===== config.mk =====
export PLATFORM = sky130hd
export DESIGN_NAME = control_unit_flat
export DESIGN_NICKNAME = d
export VERILOG_FILES = /design/src/rtl/control_unit_if.sv /design/src/rtl/control_unit.sv /design/src/flat_wrapper.sv
export SDC_FILE = /design/constraint.sdc
export NUM_CORES = 1
export LEC_CHECK = 0
export ABC_AREA = 1
export BUFFER_PORTS_ARGS = -buffer_cell sky130_fd_sc_hd__buf_2
export CORE_AREA = 10 10 75 77
export CTS_CLUSTER_SIZE = 16
export DETAILED_ROUTE_END_ITERATION = 8
export DIE_AREA = 0 0 85 87
export GPL_TIMING_DRIVEN = 1
export PLACE_DENSITY = 0.74
export RECOVER_POWER = 25
export SETUP_SLACK_MARGIN = 0.2
export SYNTH_ARGS = -nofsm -noshare
export SYNTH_HDL_FRONTEND = slang
export SYNTH_SLANG_ARGS = --single-unit
export TNS_END_PERCENT = 10

===== constraint.sdc =====
create_clock -name clk -period 2 [get_ports clk]
set_clock_uncertainty 0.2 [all_clocks]
set_input_delay 0 -clock clk [delete_from_list [all_inputs] [get_ports clk]]
set_output_delay 0 -clock clk [all_outputs]
set_load 0.005 [all_outputs]

===== src/rtl/control_unit_if.sv =====
// Bus bundle between the instruction sequencer and its surroundings:
// program memory, data memory and the ALU control and data inputs.
interface control_unit_if #(
    parameter int PC_W = 8
);
    logic [PC_W-1:0] imem_addr;
    logic [15:0]     imem_data;
    logic [7:0]      dmem_addr;
    logic            dmem_we;
    logic [7:0]      dmem_rdata;
    logic [2:0]      alu_op;
    logic [7:0]      a_data;
    logic [7:0]      b_data;
    logic            c_ain;
    logic            c_bin;
    logic            c_alu;
    logic            c_aout;
    logic            flag;

    // Sequencer side
    modport master (
        output imem_addr,
        input  imem_data,
        output dmem_addr,
        output dmem_we,
        input  dmem_rdata,
        output alu_op,
        output a_data,
        output b_data,
        output c_ain,
        output c_bin,
        output c_alu,
        output c_aout,
        input  flag
    );

    // Memory / ALU side
    modport slave (
        input  imem_addr,
        output imem_data,
        input  dmem_addr,
        input  dmem_we,
        output dmem_rdata,
        input  alu_op,
        input  a_data,
        input  b_data,
        input  c_ain,
        input  c_bin,
        input  c_alu,
        input  c_aout,
        output flag
    );
endinterface


===== src/rtl/control_unit.sv =====
// Instruction sequencer for the 8-bit CPU: fetches 16-bit instructions,
// decodes them, and drives ALU strobes, ALU operands and data memory.
// Strobes are combinational decodes of state + ir, so each one is a
// single-cycle pulse tied to EXEC1 or EXEC2.
module control_unit #(
    parameter int PC_W = 8
) (
    input  logic             clk,
    input  logic             reset,
    input  logic             run,
    control_unit_if.master   bus,
    output logic             halted,
    output logic [PC_W-1:0]  pc
);
    typedef enum logic [2:0] {
        FETCH  = 3'd0,
        DECODE = 3'd1,
        EXEC1  = 3'd2,
        EXEC2  = 3'd3,
        HALTED = 3'd4
    } state_t;

    localparam logic [3:0] OP_LDA  = 4'd8;
    localparam logic [3:0] OP_LDB  = 4'd9;
    localparam logic [3:0] OP_STA  = 4'd10;
    localparam logic [3:0] OP_JMP  = 4'd11;
    localparam logic [3:0] OP_JF   = 4'd12;
    localparam logic [3:0] OP_HALT = 4'd15;

    state_t          state_reg;
    logic [PC_W-1:0] pc_reg;
    logic [15:0]     ir_reg;

    logic [3:0]      op;
    logic [7:0]      imm;
    logic [PC_W-1:0] pc_inc;
    logic [PC_W-1:0] pc_target;
    logic            op_is_alu_rr;
    logic            op_is_alu_imm;
    logic            op_is_load;
    logic            unused_ir_bits;

    assign op             = ir_reg[15:12];
    assign imm            = ir_reg[7:0];
    assign pc_inc         = pc_reg + PC_W'(1);
    assign pc_target      = PC_W'(imm);
    assign op_is_alu_rr   = (op == 4'd0) || (op == 4'd1);
    assign op_is_alu_imm  = (op >= 4'd2) && (op <= 4'd6);
    assign op_is_load     = (op == OP_LDA) || (op == OP_LDB);
    assign unused_ir_bits = ^ir_reg[11:8];

    assign bus.imem_addr = pc_reg;
    assign pc            = pc_reg;
    assign halted        = (state_reg == HALTED);

    // Sequencer FSM: state, program counter and instruction register
    always_ff @(posedge clk) begin
        if (reset) begin
            state_reg <= FETCH;
            pc_reg    <= '0;
            ir_reg    <= '0;
        end else begin
            case (state_reg)
                FETCH: begin
                    if (run) begin
                        state_reg <= DECODE;
                    end
                end
                DECODE: begin
                    ir_reg    <= bus.imem_data;
                    state_reg <= EXEC1;
                end
                EXEC1: begin
                    if (op_is_alu_imm || op_is_load) begin
                        state_reg <= EXEC2;
                    end else if (op == OP_HALT) begin
                        state_reg <= HALTED;
                    end else if (op == OP_JMP) begin
                        pc_reg    <= pc_target;
                        state_reg <= FETCH;
                    end else if (op == OP_JF) begin
                        pc_reg    <= bus.flag ? pc_target : pc_inc;
                        state_reg <= FETCH;
                    end else begin
                        // ADD/SUB, STA and the NOP opcodes all finish here
                        pc_reg    <= pc_inc;
                        state_reg <= FETCH;
                    end
                end
                EXEC2: begin
                    pc_reg    <= pc_inc;
                    state_reg <= FETCH;
                end
                HALTED: begin
                    state_reg <= HALTED;
                end
                default: begin
                    state_reg <= FETCH;
                end
            endcase
        end
    end

    // Strobe and operand decode; forced idle while reset is asserted
    always_comb begin
        bus.dmem_addr = '0;
        bus.dmem_we   = 1'b0;
        bus.alu_op    = '0;
        bus.a_data    = '0;
        bus.b_data    = '0;
        bus.c_ain     = 1'b0;
        bus.c_bin     = 1'b0;
        bus.c_alu     = 1'b0;
        bus.c_aout    = 1'b0;
        if (!reset) begin
            if (state_reg == EXEC1) begin
                if (op_is_alu_rr) begin
                    bus.c_alu  = 1'b1;
                    bus.alu_op = ir_reg[14:12];
                end else if (op_is_alu_imm) begin
                    bus.b_data = imm;
                    bus.c_bin  = 1'b1;
                end else if (op_is_load) begin
                    bus.dmem_addr = imm;
                end else if (op == OP_STA) begin
                    bus.dmem_addr = imm;
                    bus.c_aout    = 1'b1;
                    bus.dmem_we   = 1'b1;
                end
            end else if (state_reg == EXEC2) begin
                if (op_is_alu_imm) begin
                    bus.c_alu  = 1'b1;
                    bus.alu_op = ir_reg[14:12];
                end else if (op == OP_LDA) begin
                    bus.a_data = bus.dmem_rdata;
                    bus.c_ain  = 1'b1;
                end else if (op == OP_LDB) begin
                    bus.b_data = bus.dmem_rdata;
                    bus.c_bin  = 1'b1;
                end
            end
        end
    end
endmodule


===== src/flat_wrapper.sv =====
// flat-port wrapper written by rule: the top's interface ports become plain ports
module control_unit_flat 
#(
    parameter int PC_W = 8
)
  (clk, reset, run, halted, pc, bus_imem_addr, bus_imem_data, bus_dmem_addr, bus_dmem_we, bus_dmem_rdata, bus_alu_op, bus_a_data, bus_b_data, bus_c_ain, bus_c_bin, bus_c_alu, bus_c_aout, bus_flag);
  control_unit_if #(.PC_W(PC_W)) bus_i ();
  input  logic clk;
  input  logic reset;
  input  logic run;
  output logic halted;
  output logic [PC_W-1:0] pc;
  output wire logic [$bits(bus_i.imem_addr)-1:0] bus_imem_addr;
  input wire logic [$bits(bus_i.imem_data)-1:0] bus_imem_data;
  output wire logic [$bits(bus_i.dmem_addr)-1:0] bus_dmem_addr;
  output wire logic [$bits(bus_i.dmem_we)-1:0] bus_dmem_we;
  input wire logic [$bits(bus_i.dmem_rdata)-1:0] bus_dmem_rdata;
  output wire logic [$bits(bus_i.alu_op)-1:0] bus_alu_op;
  output wire logic [$bits(bus_i.a_data)-1:0] bus_a_data;
  output wire logic [$bits(bus_i.b_data)-1:0] bus_b_data;
  output wire logic [$bits(bus_i.c_ain)-1:0] bus_c_ain;
  output wire logic [$bits(bus_i.c_bin)-1:0] bus_c_bin;
  output wire logic [$bits(bus_i.c_alu)-1:0] bus_c_alu;
  output wire logic [$bits(bus_i.c_aout)-1:0] bus_c_aout;
  input wire logic [$bits(bus_i.flag)-1:0] bus_flag;
  assign bus_imem_addr = bus_i.imem_addr;
  assign bus_i.imem_data = bus_imem_data;
  assign bus_dmem_addr = bus_i.dmem_addr;
  assign bus_dmem_we = bus_i.dmem_we;
  assign bus_i.dmem_rdata = bus_dmem_rdata;
  assign bus_alu_op = bus_i.alu_op;
  assign bus_a_data = bus_i.a_data;
  assign bus_b_data = bus_i.b_data;
  assign bus_c_ain = bus_i.c_ain;
  assign bus_c_bin = bus_i.c_bin;
  assign bus_c_alu = bus_i.c_alu;
  assign bus_c_aout = bus_i.c_aout;
  assign bus_i.flag = bus_flag;
  control_unit #(.PC_W(PC_W)) u_core (.clk(clk), .reset(reset), .run(run), .bus(bus_i), .halted(halted), .pc(pc));
endmodule

==> run_results.csv <==
group,metric,value,unit
status,status,"finished clean",
placed_design,gp_routability_congestion,0.886,
worst_setup_path,worst_r2r_path_depth,8,
logic_synthesis,syn_avg_cell_area,6.11,um^2
sta,setup_slack,0.213,ns
logic_synthesis,postSynth.topFlopCell,"dfxtp_1",
grt,grt_busiest_layer,"met2",
pwr,netSwitchingPower,0.000530,W
pwr,power.leakage,1.13,nW
worst_setup_path,r2r_start,"u_core.bus.imem_addr[1]",
sta,holdWs,0.0901,ns
die,fp.coreArea,4230,um^2
cells_and_area,fraction_of_layout_instances_using_a_drive_strength_above_1,31.1,%
clock_tree,cts_tree,"yes",
cells_and_area,finish.instance_area,2320,um^2
placed_design,dp.final_hpwl,3970,um
sta,timing_hold_violations_final,0,
pwr,power_frac_seq,42.9,%
pwr,power.combinational.fraction,34.7,%
drt,drcViolationCount,0,
drt,via_per_inst,4.79,
sta,max-slew-margin-rel,67.7,%
sta,layout_min_cycle_time,1.79,ns
grt,grt_first_pass_wirelength,8510,um
pwr,cellInternalPower,0.000850,W
clock_tree,clock-sinks,23,
worst_setup_path,cp-start-kind,"register",
worst_setup_path,endpoint,"bus_dmem_addr[2]",
grt,globalRouteMet2Util,22.8,%
clock_tree,clk_transition_reported_paths,0.09,ns
die,die_area,7400,um^2
worst_setup_path,worst_ep_required_time,1.80,ns
logic_synthesis,synth_top_area_share,28.4,%
run,cap_violations,0,
logic_synthesis,synth.largest_area_cell,"dfxtp_1",
logic_synthesis,postSynthNetCount,295,
worst_setup_path,rr_endpoint,"u_core.bus.imem_addr[6]",
drt,detail_route.wirelength,5390,um
sta,finalCritPeriodShare,89.4,%
sta,rsz_0062_raised_after_global_routing,"yes",
sta,maxSlewViolCount,0,
cells_and_area,fin_nets,381,
logic_synthesis,synthesis.area,1620,um^2
logic_synthesis,ys_types,24,
placed_design,post_dp_cell_area,1970,um^2
logic_synthesis,syn_inst,266,
logic_synthesis,async_flop_share,0,%
worst_hold_path,hold_class,"input port to register",
drt,ant_nets,0,
pwr,pwr_cell_area,594,nW/um^2
worst_hold_path,holdPathStages,6,
grt,track_usage,13.6,%
pwr,switching_share,38.4,%
cells_and_area,area_delta_synth_final,43.1,%
cells_and_area,max_reg_flops,12,
clock_tree,clk-insertion-delay-late,0.27,ns
drt,drt-pass1-iter-count,4,
die,die_height,87,um
grt,grtUsageMet3,4.40,%
clock_tree,cts_root_buffer,"clkbuf_8",
logic_synthesis,ys_seq_elements,23,
cells_and_area,count_of_fill_cells_added_during_filler_insertion,423,
sta,setup_total_negative_slack,0,ns
logic_synthesis,synth-warning-count,0,
logic_synthesis,synth_edf_count,0,
clock_tree,cts_max_path_buffers,2,
clock_tree,tritoncts_buffers,3,
die,row_count,24,
pwr,vdd_ir_drop_max,505,uV
placed_design,port_buffers,72,
logic_synthesis,ys_seq_area_share,28.4,%
sta,fmax,0.560,GHz
worst_setup_path,startpoint,"u_core.state_reg[1]",
worst_setup_path,worst-setup-path-type,"register to output pin",
worst_setup_path,critPathMaxFanout,8,
grt,grt.met1_usage,16.4,%
sta,setup_viol_count_final,0,
die,boundaryPins,77,
grt,grt_start_max_net_pins,26,
worst_setup_path,timing.critical_path.arrival,1.59,ns
sta,worstMarginPinSlew,0.483,ns
pwr,power_frac_clock,22.4,%
placed_design,placement.setup.worst_slack,0.333,ns
drt,wl_per_cell,13.4,um
logic_synthesis,synth_common_cells,"50 x nand2_1, 46 x nor2_1, 36 x inv_1, 24 x a21oi_1, 23 x dfxtp_1",
drt,detailedRoute.firstIterationViolations,126,
logic_synthesis,synth_most_common_cell,"nand2_1",
die,initial_utilization,38.4,%
grt,grt_pass1_vias,1783,
cells_and_area,antennaDiodeCount,0,
clock_tree,cts_max_level,1,
grt,grt_overflow,0,
worst_setup_path,setup.reg_to_reg.worst_slack,0.37,ns
grt,antenna_found_initial,0,
logic_synthesis,synth_top_area_cells,"dfxtp_1 28%, nand2_1 12%, nor2_1 11%",
worst_setup_path,end_kind,"output pin",
drt,routed-via-count,1930,
die,dieWidth,85,um
-- area by class of cell --
| class | count | area, um^2 | area share, % |
|---|---|---|---|
| Timing Repair Buffer | 96 | 582 | 25.0 |
| Inverter | 38 | 145 | 6.25 |
| Clock buffer | 3 | 41.3 | 1.78 |
| Multi-Input combinational cell | 190 | 1010 | 43.6 |
| Tap cell | 52 | 65.1 | 2.80 |
| Clock inverter | 1 | 7.51 | 0.323 |
| Sequential cell | 23 | 469 | 20.2 |
-- stage by stage --
step / cells / power, W / utilization (%)
floorplan: 266 / 0.000875 / -
global placement: 378 / 0.000982 / 46.4
detailed placement: 378 / 0.000991 / 46.4
CTS: 398 / 0.00133 / 51.9
global route: 403 / 0.00148 / 54.9
finish: 403 / 0.00138 / 54.9
-- layer usage --
layer | part of all wire [%] | up-vias
met3 | 10 | 6
li1 | - | 1010
met1 | 41 | 841
met2 | 47 | 73
met4 | 1.3 | 0
met5 | 0 | -
-- logic make-up after synthesis --
group           synth area share [%]
xor+xnor                        1.62
flops                           28.4
buf+inv                         15.8
simple gates                    38.7
fa+ha+maj                      0.770
compound gates                  14.8
-- critical path, cell delays in order (launching register included) --
cell and delay (ns):
dfxtp_2 0.35, inv_2 0.05, nor2_4 0.12, inv_2 0.06, nor2_4 0.13, inv_4 0.07, nor2_4 0.14, nand2_4 0.13
nor3_4 0.14, buf_2 0.14
-- power groups by stage --
stage	Combinational (W)	Sequential, W	Clock, W
2_1_floorplan	0.000298	0.000577	0
3_3_place_gp	0.000392	0.000590	0
3_5_place_dp	0.000399	0.000592	0
4_1_cts	0.000433	0.000585	0.000312
5_1_grt	0.000539	0.000601	0.000336
6_report	0.000479	0.000592	0.000310
-- placed cells by master (no fill, tap or decap), types with 2 or more instances in the layout --
cell type and instances:
nand2_4 4, buf_4 6, dlygate4sd3_1 14, nor3_2 7, nor2_4 6, inv_1 31, dfxtp_2 4, nand2_2 5
clkbuf_8 3, nand3_1 17, buf_2 56, xor2_1 2, clkbuf_1 16, a22oi_1 3, nor2_1 45, inv_2 6
o21ai_0 18, a21oi_1 23, nor3_1 4, nand2_1 48, dfxtp_1 18
-- what timing repair did --
action                                  CTS  global route
setup buffers                             1             4
pin swaps                                 2             5
gates resized for setup                   9            27
cloned                                    1             1
endpoints found under the hold margin    15             0
endpoints found under the setup margin   27            37
hold buffers                             14             0
-- worst min-delay path by stage --
| stage | from | to | slack [ns] |
|---|---|---|---|
| floorplan | reset | bus_c_aout | -0.16 |
| global placement | reset | u_core.state_reg[1] | 0.07 |
| detailed placement | reset | u_core.state_reg[1] | 0.07 |
| CTS | bus_dmem_rdata[5] | bus_a_data[5] | 0.09 |
| global route | bus_dmem_rdata[1] | bus_a_data[1] | 0.11 |
| finish | bus_flag | u_core.bus.imem_addr[4] | 0.09 |
(Power assumes the default switching activity.)
